## src/rtl/e1_tx_hdb3_enc.sv

```systemverilog
// E1 transmit HDB3/AMI line encoder.
// Takes the framed serial bit stream one strobe per E1 bit. Each bit is held
// in a four-symbol pipe before it is emitted as a ternary pulse, so a run of
// four zeros can be replaced by 000V or B00V.
module e1_tx_hdb3_enc #(
    parameter logic POL_INIT = 1'b0
) (
    input  logic clk,
    input  logic rst,
    input  logic in_bit,
    input  logic in_valid,
    input  logic ctrl_hdb3,
    output logic out_pos,
    output logic out_neg,
    output logic out_valid
);

    typedef enum logic [1:0] {
        SYM_ZERO = 2'd0,
        SYM_ONE  = 2'd1,
        SYM_B    = 2'd2,
        SYM_V    = 2'd3
    } sym_e;

    // s0 holds the newest symbol and s3 holds the oldest.
    sym_e s0, s1, s2, s3;
    // last_pol = 1 means the most recent mark was positive.
    logic last_pol;
    // parity counts marks (mod 2) since the last violation.
    logic parity;

    logic mark_pos_c;
    logic mark_neg_c;
    logic pol_nxt_c;
    logic par_nxt_c;
    logic sub_c;
    logic use_b_c;

    // Emission of s3, polarity/parity update, and zero-run substitution decision.
    always_comb begin
        mark_pos_c = 1'b0;
        mark_neg_c = 1'b0;
        pol_nxt_c  = last_pol;
        par_nxt_c  = parity;
        case (s3)
            SYM_ONE, SYM_B: begin
                // A mark or B pulse alternates relative to the previous mark.
                mark_pos_c = ~last_pol;
                mark_neg_c = last_pol;
                pol_nxt_c  = ~last_pol;
                par_nxt_c  = ~parity;
            end
            SYM_V: begin
                // A violation repeats the previous polarity and restarts parity.
                mark_pos_c = last_pol;
                mark_neg_c = ~last_pol;
                par_nxt_c  = 1'b0;
            end
            default: begin
            end
        endcase
        // The incoming zero completes four zeros. The parity used is the
        // value after this strobe's emission.
        sub_c   = ctrl_hdb3 & ~in_bit &
                  (s2 == SYM_ZERO) & (s1 == SYM_ZERO) & (s0 == SYM_ZERO);
        use_b_c = sub_c & ~par_nxt_c;
    end

    // The symbol pipe, polarity state and registered line outputs advance on each strobe.
    always_ff @(posedge clk or posedge rst) begin
        if (rst) begin
            s0        <= SYM_ZERO;
            s1        <= SYM_ZERO;
            s2        <= SYM_ZERO;
            s3        <= SYM_ZERO;
            last_pol  <= POL_INIT;
            parity    <= 1'b0;
            out_pos   <= 1'b0;
            out_neg   <= 1'b0;
            out_valid <= 1'b0;
        end else begin
            out_valid <= in_valid;
            if (in_valid) begin
                out_pos  <= mark_pos_c;
                out_neg  <= mark_neg_c;
                last_pol <= pol_nxt_c;
                parity   <= par_nxt_c;
                s3       <= use_b_c ? SYM_B : s2;
                s2       <= s1;
                s1       <= s0;
                if (sub_c) begin
                    s0 <= SYM_V;
                end else if (in_bit) begin
                    s0 <= SYM_ONE;
                end else begin
                    s0 <= SYM_ZERO;
                end
            end
        end
    end

endmodule
```

## config.mk

```make
export PLATFORM = sky130hd
export DESIGN_NAME = e1_tx_hdb3_enc
export DESIGN_NICKNAME = d
export VERILOG_FILES = /design/src/rtl/e1_tx_hdb3_enc.sv
export SDC_FILE = /design/constraint.sdc
export NUM_CORES = 1
export LEC_CHECK = 0
export CAP_MARGIN = 0
export CORE_AREA = 10 10 47 49
export DETAILED_ROUTE_END_ITERATION = 6
export DIE_AREA = 0 0 57 59
export PLACE_DENSITY = 0.75
export RECOVER_POWER = 100
export SLEW_MARGIN = 20
export SYNTH_ARGS = -nofsm -noshare
export SYNTH_HDL_FRONTEND = slang
export SYNTH_SLANG_ARGS = --single-unit
```

## constraint.sdc

```tcl
create_clock -name clk -period 1.5 [get_ports clk]
set_input_delay 0.3 -clock clk [delete_from_list [all_inputs] [get_ports clk]]
set_output_delay 0.3 -clock clk [all_outputs]
set_load 0.01 [all_outputs]
```

* Word-level counts from Yosys, hierarchy flattened
Index checks and enable logic that the tools add are counted.
** Operators by class
- Add/sub/neg operators :: 0
- Multipliers :: 0
- Divide/modulo/power cells :: 0
- Magnitude comparators :: 0
- Eq/ne operators :: 3
- Shift-type cells :: 0
- Muxes and demuxes :: 6
- Bitwise logic cells :: 9
- Reduce and logical (&&, ||, !) cells :: 5
** Operators with widths (number)
- $logic_not A2 Y1 :: 3
- $pmux W1 S2 :: 3
- $and A1 B1 Y1 :: 5
- $eq A2 B2 Y1 const B :: 2
- $mux W2 :: 2
- $not A1 Y1 :: 4
- $eq A2 B1 Y1 const B :: 1
- $reduce_and A2 Y1 :: 1
- $reduce_or A2 Y1 :: 1
- $mux W1 :: 1
** Word-level totals
- Register bits after elaboration :: 13
- Latch bits :: 0
- Bits in writable memories :: 0
- ROM bits :: 0
- Output and inout bits :: 3
- Word-level logic and storage cells :: 32
- Memories :: 0

* Logic depth before layout (Yosys ltp)
Gate-level depths: netlist of run 1.
- Depth after elaboration :: 7
- Mapped depth :: 5

* Worst setup path after synthesis of run 1
OpenSTA, ideal clock, no wires.
- Kind :: register to register
- From :: register s3[0]
- To :: register s3[1]
- Library setup time :: 138 ps
- Data arrival time :: 1198 ps
- Data required time :: 1362 ps
- Setup slack :: 163 ps
- Stages on the path, launching flop included :: 6
- Path through :: dfrtp_1 inv_1 ha_1 or3b_1 nand3_2 o221ai_1
** Between the ends
- Cells in the longest elaborated chain, start to end :: 6
- Elaborated cells between the ends (all ways) :: 8
- Classes of those cells :: eq/ne (3); mux (2); bitwise (2); reduce/logical (1)
** Ends and longest elaborated chain
- from (decl) :: RTL line 26 : sym_e s0, s1, s2, s3;
- from (signal assigned) :: RTL line 88 : s3 <= use_b_c ? SYM_B : s2;
- $eq A2 B1 Y1 / $eq A2 B2 Y1 (equally long branches) :: RTL line 45 : case (s3)
- $reduce_or A2 Y1 :: RTL line 45
- $pmux W1 S2 * :: RTL line 45
- $not A1 Y1 * :: RTL line 66 : use_b_c = sub_c & ~par_nxt_c;
- $and A1 B1 Y1 * :: RTL line 66
- $mux W2 * :: RTL line 88
Mark *: on every way between the ends. The rest lies on a longest branch, timed or not.
A chain may end at the register's enable or synchronous reset.

* Final worst setup path of run 1
- From :: register out_valid
- To :: output out_valid
** RTL lines
- from (decl) :: RTL line 15 : output logic out_valid
- from (signal assigned) :: RTL line 82 : out_valid <= in_valid;
No word-level cell between the ends.

==> impl_metrics.sql, run 1 <==
INSERT INTO impl_metrics (metric_group, metric, value, unit) VALUES
('run_status', 'outcome', 'finished, final reports clean', ''),
('route', 'drt_first_iter_violations', '4', ''),
('grt', 'grt_overflow_total', '0', ''),
('cells_and_area', 'final_net_count', '68', ''),
('route', 'vias_post_dr', '384', ''),
('logic_synthesis', 'synth-adder-area-share', '4.27', '%'),
('worst_setup_path', 'critPathBufInv', '1', ''),
('clocking', 'hold_buffers', '0', ''),
('sta', 'timing.final.ws_setup', '0.0645', 'ns'),
('sta', 'timing.slew.headroom', '65.9', '%'),
('floorplanning', 'design.die.area', '3360', 'um2'),
('cells_and_area', 'layout.cell_area.non_filler', '708', 'um2'),
('power', 'ir_worst_vdd', '0.646', 'mV'),
('logic_synthesis', 'mappedNetlistNets', '56', ''),
('logic_synthesis', 'largest_family_of_logic_cells_by_synthesized_area', 'simple AND/OR/NAND/NOR gates', ''),
('floorplanning', 'num_io_pins', '8', ''),
('floorplanning', 'die-width', '57', 'um'),
('job', 'maxCapViolCount', '0', ''),
('worst_setup_path', 'end_kind', 'output pin', ''),
('sta', 'report.final.hold_viol_count', '0', ''),
('clocking', 'htree_levels', '1', ''),
('clocking', 'cts-root-to-sink-buffers', '2', ''),
('logic_synthesis', 'synth_compound_area_share', '7.91', '%'),
('logic_synthesis', 'synth_simple_gate_area_share', '15.4', '%'),
('placement', 'dp_area', '693', 'um2'),
('worst_setup_path', 'path_class', 'reg2out', ''),
('sta', 'period_needed', '1.44', 'ns'),
('worst_setup_path', 'crit_arrival', '1.14', 'ns'),
('logic_synthesis', 'post_synth_xor_area_fraction', '1.50', '%'),
('sta', 'rsz0062_at_grt', 'false', ''),
('worst_setup_path', 'startpoint_types', 'register', ''),
('logic_synthesis', 'synthCells', '49', ''),
('placement', 'detailed_place_hpwl', '768', 'um'),
('logic_synthesis', 'synth_cell_type_count', '18', ''),
('clocking', 'clock_tree_from_tritoncts', 'done', ''),
('worst_setup_path', 'timing.critical_path.slowest_cell_delay', '0.53', 'ns'),
('worst_setup_path', 'worstPathCellList', 'clkdlybuf4s50_1', ''),
('sta', 'finalSetupViolations', '0', ''),
('clocking', 'cts_setup_buffers', '0', ''),
('placement', 'worst_setup_slack_post_dpl', '-0.0181', 'ns'),
('clocking', 'clock_latency_at_the_later_pin_of_the_worst_skew_pair', '0.27', 'ns'),
('clocking', 'clock_sink_count', '13', ''),
('worst_setup_path', 'slowest_stage', 'sky130_fd_sc_hd__clkdlybuf4s50_1', ''),
('worst_hold_path', 'path_type_of_the_worst_min_delay_path', 'in2async', ''),
('logic_synthesis', 'postSynth.asyncResetShare', '100', '%'),
('grt', 'first_global_vias', '397', ''),
('floorplanning', 'chipHeight', '59', 'um'),
('floorplanning', 'placementRows', '14', ''),
('grt', 'antenna_found_initial', '0', ''),
('cells_and_area', 'utilization', '50.5', '%'),
('logic_synthesis', 'postSynthRegisterBits', '13', ''),
('power', 'leakage', '0.000317', 'uW'),
('sta', 'worstMarginPinSlew', '0.507', 'ns'),
('route', 'avgViaCountPerCell', '5.05', ''),
('route', 'route.antenna.remaining_nets', '0', ''),
('route', 'drc', '0', ''),
('sta', 'achievable-frequency', '697', 'MHz'),
('logic_synthesis', 'synth-seq-area-share', '55.6', '%'),
('logic_synthesis', 'yosys_warnings', '0', ''),
('worst_setup_path', 'critPathTopFamily', 'buffers and inverters', ''),
('logic_synthesis', 'synthMuxAreaShare', '11.1', '%'),
('grt', 'globalRouteTotalUtil', '6.33', '%'),
('cells_and_area', 'drive_gt1_share', '16.7', '%'),
('grt', 'largest_net_degree_at_the_start_of_global_routing', '21', ''),
('sta', 'final.setup_skew', '0.000626', 'ns'),
('route', 'drt_first_pass_iters', '4', ''),
('grt', 'wire_length_of_the_first_global_routing_pass', '1690', 'um'),
('logic_synthesis', 'post_synth_top_area_cell', 'sky130_fd_sc_hd__dfrtp_1', ''),
('placement', 'port_buffers', '7', ''),
('worst_setup_path', 'cp_max_fo', '1', ''),
('logic_synthesis', 'count_of_flip_flops_with_a_built_in_enable_after_synthesis', '0', '');
-- power by group --
group | switching, uW | total, uW | internal [uW]
logic | 78.5 | 182 | 103
registers | 52.4 | 459 | 407
clock network | 114 | 217 | 103
-- repair_timing --
| item | 4_1_cts | 5_1_grt |
|---|---|---|
| cloned | 0 | 0 |
| gates resized for setup | 1 | 1 |
| setup endpoints to repair | 1 | 1 |
-- layer usage --
metal  share of wire, %  global-route usage, %  up-vias
li1                   -                      -      192
met1                 46                   6.97      187
met2                 50                   10.7        5
met3                3.4                   2.15        0
met4                  0                   3.02        0
met5                  0                      0        -
-- sequential cells by signal, summed over array words and instances, names as in the netlist --
name       flops
s0             2
s1             2
s2             2
s3             2
last_pol       1
out_neg        1
out_pos        1
out_valid      1
parity         1
-- through the flow --
stage          setup TNS, ns  power [uW]  std cells
6_report                   0         858         76
4_1_cts                    0         880         76
3_3_place_gp               0         657         72
2_1_floorplan              0         582         49
3_5_place_dp         -0.0332         669         72
5_1_grt                    0         914         76
-- layout make-up --
type | count | area (um2) | share of cell area [%]
multi-input combinational | 30 | 229 | 32.3
clock buffer | 4 | 26.3 | 3.71
inverter | 4 | 15.0 | 2.12
tap | 16 | 20.0 | 2.83
timing repair buffer | 9 | 92.6 | 13.1
sequential | 13 | 325 | 45.9
-- worst paths after layout --
check	start	end	slack, ns	depth (start not counted)
worst max register to register	s3[0]	s3[1]	0.10	5
min in group clk	parity	parity	0.51	1
worst max-delay path	out_valid	out_valid	0.06	1
worst min register to register	parity	parity	0.51	1
worst min-delay path	rst	out_valid	0.49	2
max in group asynchronous	rst	s1[0]	0.67	2
-- layout by cell type, fill, tap and decap left out --
cell type and instances:
sky130_fd_sc_hd__nand3_2 1, sky130_fd_sc_hd__nand3_1 1, sky130_fd_sc_hd__nand2_1 5, sky130_fd_sc_hd__clkbuf_1 2, sky130_fd_sc_hd__or3b_1 1, sky130_fd_sc_hd__nor4b_4 1
sky130_fd_sc_hd__clkdlybuf4s50_1 3, sky130_fd_sc_hd__nor4_1 1, sky130_fd_sc_hd__mux2_2 4, sky130_fd_sc_hd__nor2_1 3, sky130_fd_sc_hd__a21oi_1 4, sky130_fd_sc_hd__xnor2_1 1
sky130_fd_sc_hd__inv_1 4, sky130_fd_sc_hd__ha_1 2, sky130_fd_sc_hd__o221ai_1 1, sky130_fd_sc_hd__o21ai_0 2, sky130_fd_sc_hd__mux2i_1 2, sky130_fd_sc_hd__clkdlybuf4s25_1 1
sky130_fd_sc_hd__buf_12 1, sky130_fd_sc_hd__dlygate4sd3_1 2, sky130_fd_sc_hd__o21a_1 1, sky130_fd_sc_hd__dlygate4sd2_1 1, sky130_fd_sc_hd__clkbuf_4 3, sky130_fd_sc_hd__dfrtp_1 13
-- cell families (layout without fill, tap and decap cells) --
group,count (synthesis),in the layout
DFF,13,13
and+or+nand+nor,13,13
adders and majority gates,2,2
muxes,6,6
AOI/OAI and AO/OA,8,8
buffers and inverters,6,17
xor gates and xnor gates,1,1
(Power assumes the default switching activity.)
==> run 2: changes to the inputs <==
Settings changed: ABC_AREA from default to 1, CORE_AREA 10 10 47 49 to 2 2 39 41, DIE_AREA 0 0 57 59 to 0 0 41 43, PLACE_DENSITY 0.75 to 0.76.
==> impl_metrics.sql, run 2 <==
INSERT INTO impl_metrics (metric_group, metric, value, unit) VALUES
('worst_setup_path', 'startpoint_types', 'register', ''),
('placement', 'detailed_place_hpwl', '822', 'um'),
('logic_synthesis', 'synth_simple_gate_area_share', '23.0', '%'),
('sta', 'worstMarginPinSlew', '0.492', 'ns'),
('worst_setup_path', 'cp_max_fo', '2', ''),
('job', 'maxCapViolCount', '0', ''),
('floorplanning', 'die-width', '41', 'um'),
('sta', 'achievable-frequency', '691', 'MHz'),
('sta', 'hold-worst-slack', '0.479', 'ns'),
('power', 'leakage', '0.000349', 'uW'),
('cells_and_area', 'drive_gt1_share', '6.17', '%'),
('route', 'drt_wl_total', '1080', 'um'),
('route', 'vias_post_dr', '483', ''),
('placement', 'gp_routability_congestion', '0.779', ''),
('sta', 'timing.final.ws_setup', '0.0527', 'ns'),
('sta', 'period_needed', '1.45', 'ns'),
('worst_setup_path', 'slowest_stage', 'sky130_fd_sc_hd__clkdlybuf4s50_1', ''),
('route', 'avgViaCountPerCell', '4.98', ''),
('clocking', 'post_cts_clock_slew_at_the_launch_and_capture_registers_of_the_worst_setup_and_hold_paths', '0.08', 'ns'),
('worst_hold_path', 'path_type_of_the_worst_min_delay_path', 'in2async', ''),
('worst_setup_path', 'timing.critical_path.required', '1.20', 'ns'),
('logic_synthesis', 'count_of_flip_flops_with_a_built_in_enable_after_synthesis', '0', ''),
('grt', 'antenna_found_initial', '0', ''),
('logic_synthesis', 'synthCells', '71', ''),
('sta', 'layout_worst_path_cycle_share', '96.5', '%'),
('cells_and_area', 'most_common_library_cell_in_the_layout_ignoring_fill_and_taps', 'sky130_fd_sc_hd__nand2_1', ''),
('sta', 'report.final.hold_viol_count', '0', ''),
('logic_synthesis', 'mappedNetlistNets', '78', ''),
('clocking', 'clock_sink_count', '13', ''),
('floorplanning', 'design.die.area', '1760', 'um2'),
('placement', 'worst_setup_slack_post_dpl', '0.113', 'ns'),
('worst_setup_path', 'path_class', 'reg2out', ''),
('logic_synthesis', 'postSynth.asyncResetShare', '100', '%'),
('cells_and_area', 'commonest_cells_after_routing_fill_and_taps_aside', '21 x sky130_fd_sc_hd__nand2_1, 13 x sky130_fd_sc_hd__dfrtp_1, 10 x sky130_fd_sc_hd__inv_1, 8 x sky130_fd_sc_hd__o21ai_0, 8 x sky130_fd_sc_hd__nor2_1', ''),
('cells_and_area', 'antenna_cells_inserted', '0', ''),
('clocking', 'cts_root_buf', 'sky130_fd_sc_hd__clkbuf_4', ''),
('logic_synthesis', 'synth-adder-area-share', '4.22', '%'),
('power', 'ir_worst_vdd', '0.450', 'mV'),
('power', 'power_dens_cells', '1270', 'nW/um2'),
('sta', 'rsz0062_at_grt', 'false', ''),
('clocking', 'htree_levels', '1', ''),
('worst_setup_path', 'critPathTopFamily', 'buffers and inverters', ''),
('sta', 'final.setup_skew', '0.00430', 'ns'),
('logic_synthesis', 'yosys_warnings', '0', ''),
('cells_and_area', 'flow.area_growth_from_synthesis', '17.1', '%'),
('logic_synthesis', 'synthMuxAreaShare', '0', '%'),
('logic_synthesis', 'synth_top_flop_cell', 'sky130_fd_sc_hd__dfrtp_1', ''),
('cells_and_area', 'final_net_count', '89', ''),
('logic_synthesis', 'post_synth_xor_area_fraction', '0', '%'),
('placement', 'port_buffers', '7', ''),
('floorplanning', 'placementRows', '14', ''),
('clocking', 'numCtsBuffers', '3', ''),
('floorplanning', 'num_io_pins', '8', ''),
('clocking', 'hold_buffers', '0', ''),
('run_status', 'outcome', 'finished, final reports clean', ''),
('clocking', 'clock_tree_from_tritoncts', 'done', ''),
('grt', 'grt_overflow_total', '0', ''),
('logic_synthesis', 'synth.top_cells.by_area', 'sky130_fd_sc_hd__dfrtp_1 55%, sky130_fd_sc_hd__nand2_1 13%, sky130_fd_sc_hd__inv_1 5.7%, sky130_fd_sc_hd__nor2_1 5.1%, sky130_fd_sc_hd__ha_1 4.2%', ''),
('logic_synthesis', 'synth_top_area_share', '54.9', '%'),
('logic_synthesis', 'postSynthRegisterBits', '13', ''),
('worst_setup_path', 'timing.critical_path.slowest_cell_delay', '0.53', 'ns'),
('clocking', 'clock_latency_at_the_later_pin_of_the_worst_skew_pair', '0.27', 'ns'),
('grt', 'first_global_vias', '432', ''),
('route', 'drt_first_pass_iters', '4', ''),
('worst_setup_path', 'end_kind', 'output pin', ''),
('clocking', 'cts-root-to-sink-buffers', '2', ''),
('grt', 'wire_length_of_the_first_global_routing_pass', '1810', 'um'),
('floorplanning', 'floorplan.initialDensity', '42.9', '%'),
('floorplanning', 'chipHeight', '43', 'um'),
('logic_synthesis', 'synth_cell_type_count', '13', ''),
('cells_and_area', 'layout.filler_cells', '142', ''),
('worst_setup_path', 'critPathBufInv', '1', ''),
('logic_synthesis', 'post_synth_top_area_cell', 'sky130_fd_sc_hd__dfrtp_1', ''),
('logic_synthesis', 'synth.most_common_cell', 'sky130_fd_sc_hd__nand2_1', ''),
('sta', 'timing.setup.tns', '0', 'ns'),
('grt', 'largest_net_degree_at_the_start_of_global_routing', '14', ''),
('route', 'route.antenna.remaining_nets', '0', ''),
('cells_and_area', 'utilization', '50.2', '%'),
('sta', 'finalSetupViolations', '0', ''),
('grt', 'globalRouteTotalUtil', '15.4', '%'),
('logic_synthesis', 'synthTopCellsByCount', '21 x sky130_fd_sc_hd__nand2_1, 13 x sky130_fd_sc_hd__dfrtp_1, 9 x sky130_fd_sc_hd__inv_1', ''),
('power', 'fin_total_pwr', '882', 'uW'),
('logic_synthesis', 'mappedNetlistArea', '593', 'um2'),
('worst_setup_path', 'crit_arrival', '1.15', 'ns'),
('route', 'drc', '0', ''),
('logic_synthesis', 'synth-seq-area-share', '54.9', '%'),
('route', 'drt_first_iter_violations', '17', ''),
('logic_synthesis', 'synthesis.area_per_instance', '8.35', 'um2'),
('logic_synthesis', 'largest_family_of_logic_cells_by_synthesized_area', 'simple AND/OR/NAND/NOR gates', ''),
('floorplanning', 'core_area', '1380', 'um2'),
('route', 'detail_route.wl_per_cell', '11.1', 'um'),
('sta', 'maxSlewViolCount', '0', ''),
('sta', 'timing.slew.headroom', '67.1', '%'),
('logic_synthesis', 'synth_compound_area_share', '8.44', '%'),
('worst_setup_path', 'worstPathCellList', 'clkdlybuf4s50_1', '');
==> run 2: metrics by stage <==
| step | cells | instance area (um2) |
|---|---|---|
| 2_1_floorplan | 71 | 593 |
| 3_3_place_gp | 93 | 672 |
| 3_5_place_dp | 93 | 672 |
| 4_1_cts | 97 | 698 |
| 5_1_grt | 97 | 694 |
| 6_report | 97 | 694 |
==> run 2: power breakdown <==
group	switching (uW)	total (uW)	internal, uW
Combinational	113	209	96.3
Sequential	45.7	461	416
Clock	108	211	103
Total	267	882	615
==> run 2: layer usage <==
layer  GRT usage [%]  up-vias  share of wire (%)
met3            4.71        6                5.7
met5               0        -                  0
li1                -      238                  -
met2            24.1       21                 45
met1            19.0      218                 47
met4            6.00        0                2.2
==> run 2: what timing repair did <==
item                                    CTS  global route
resized for setup                         0             1
endpoints found under the setup margin    0             1
setup buffers                             0             0
==> run 2: worst paths after layout <==
path,slack [ns],to,cells after the start,start
max,0.05,out_neg,1,out_neg
min,0.48,last_pol,2,rst
max reg2reg,0.30,s3[1],7,s3[0]
min reg2reg,0.49,out_neg,2,out_neg
max in group asynchronous,0.69,s0[1],2,rst
min in group clk,0.49,out_neg,2,out_neg
==> run 2: final cells by class <==
| cell class | instances | area, um2 | share of cell area (%) |
|---|---|---|---|
| Clock buffer | 4 | 26.3 | 3.78 |
| Inverter | 10 | 37.5 | 5.41 |
| Multi-Input combinational cell | 46 | 211 | 30.5 |
| Sequential cell | 13 | 325 | 46.8 |
| Tap cell | 16 | 20.0 | 2.88 |
| Timing Repair Buffer | 8 | 73.8 | 10.6 |
==> run 2: worst register-to-register path, delay by kind of cell, from the launching register on <==
| kind | cells | cell delay (ns) |
|---|---|---|
| flip-flops | 1 | 0.35 |
| AND/OR/NAND/NOR | 4 | 0.27 |
| adder cells (fa/ha/maj) | 1 | 0.35 |
| buffers and inverters | 1 | 0.07 |
| AO/OA/AOI/OAI | 1 | 0.11 |
==> run 2: logic make-up after synthesis <==
group	after synthesis
AO/OA/AOI/OAI	10
adder cells (fa/ha/maj)	2
buffers and inverters	12
flip-flops	13
AND/OR/NAND/NOR	34
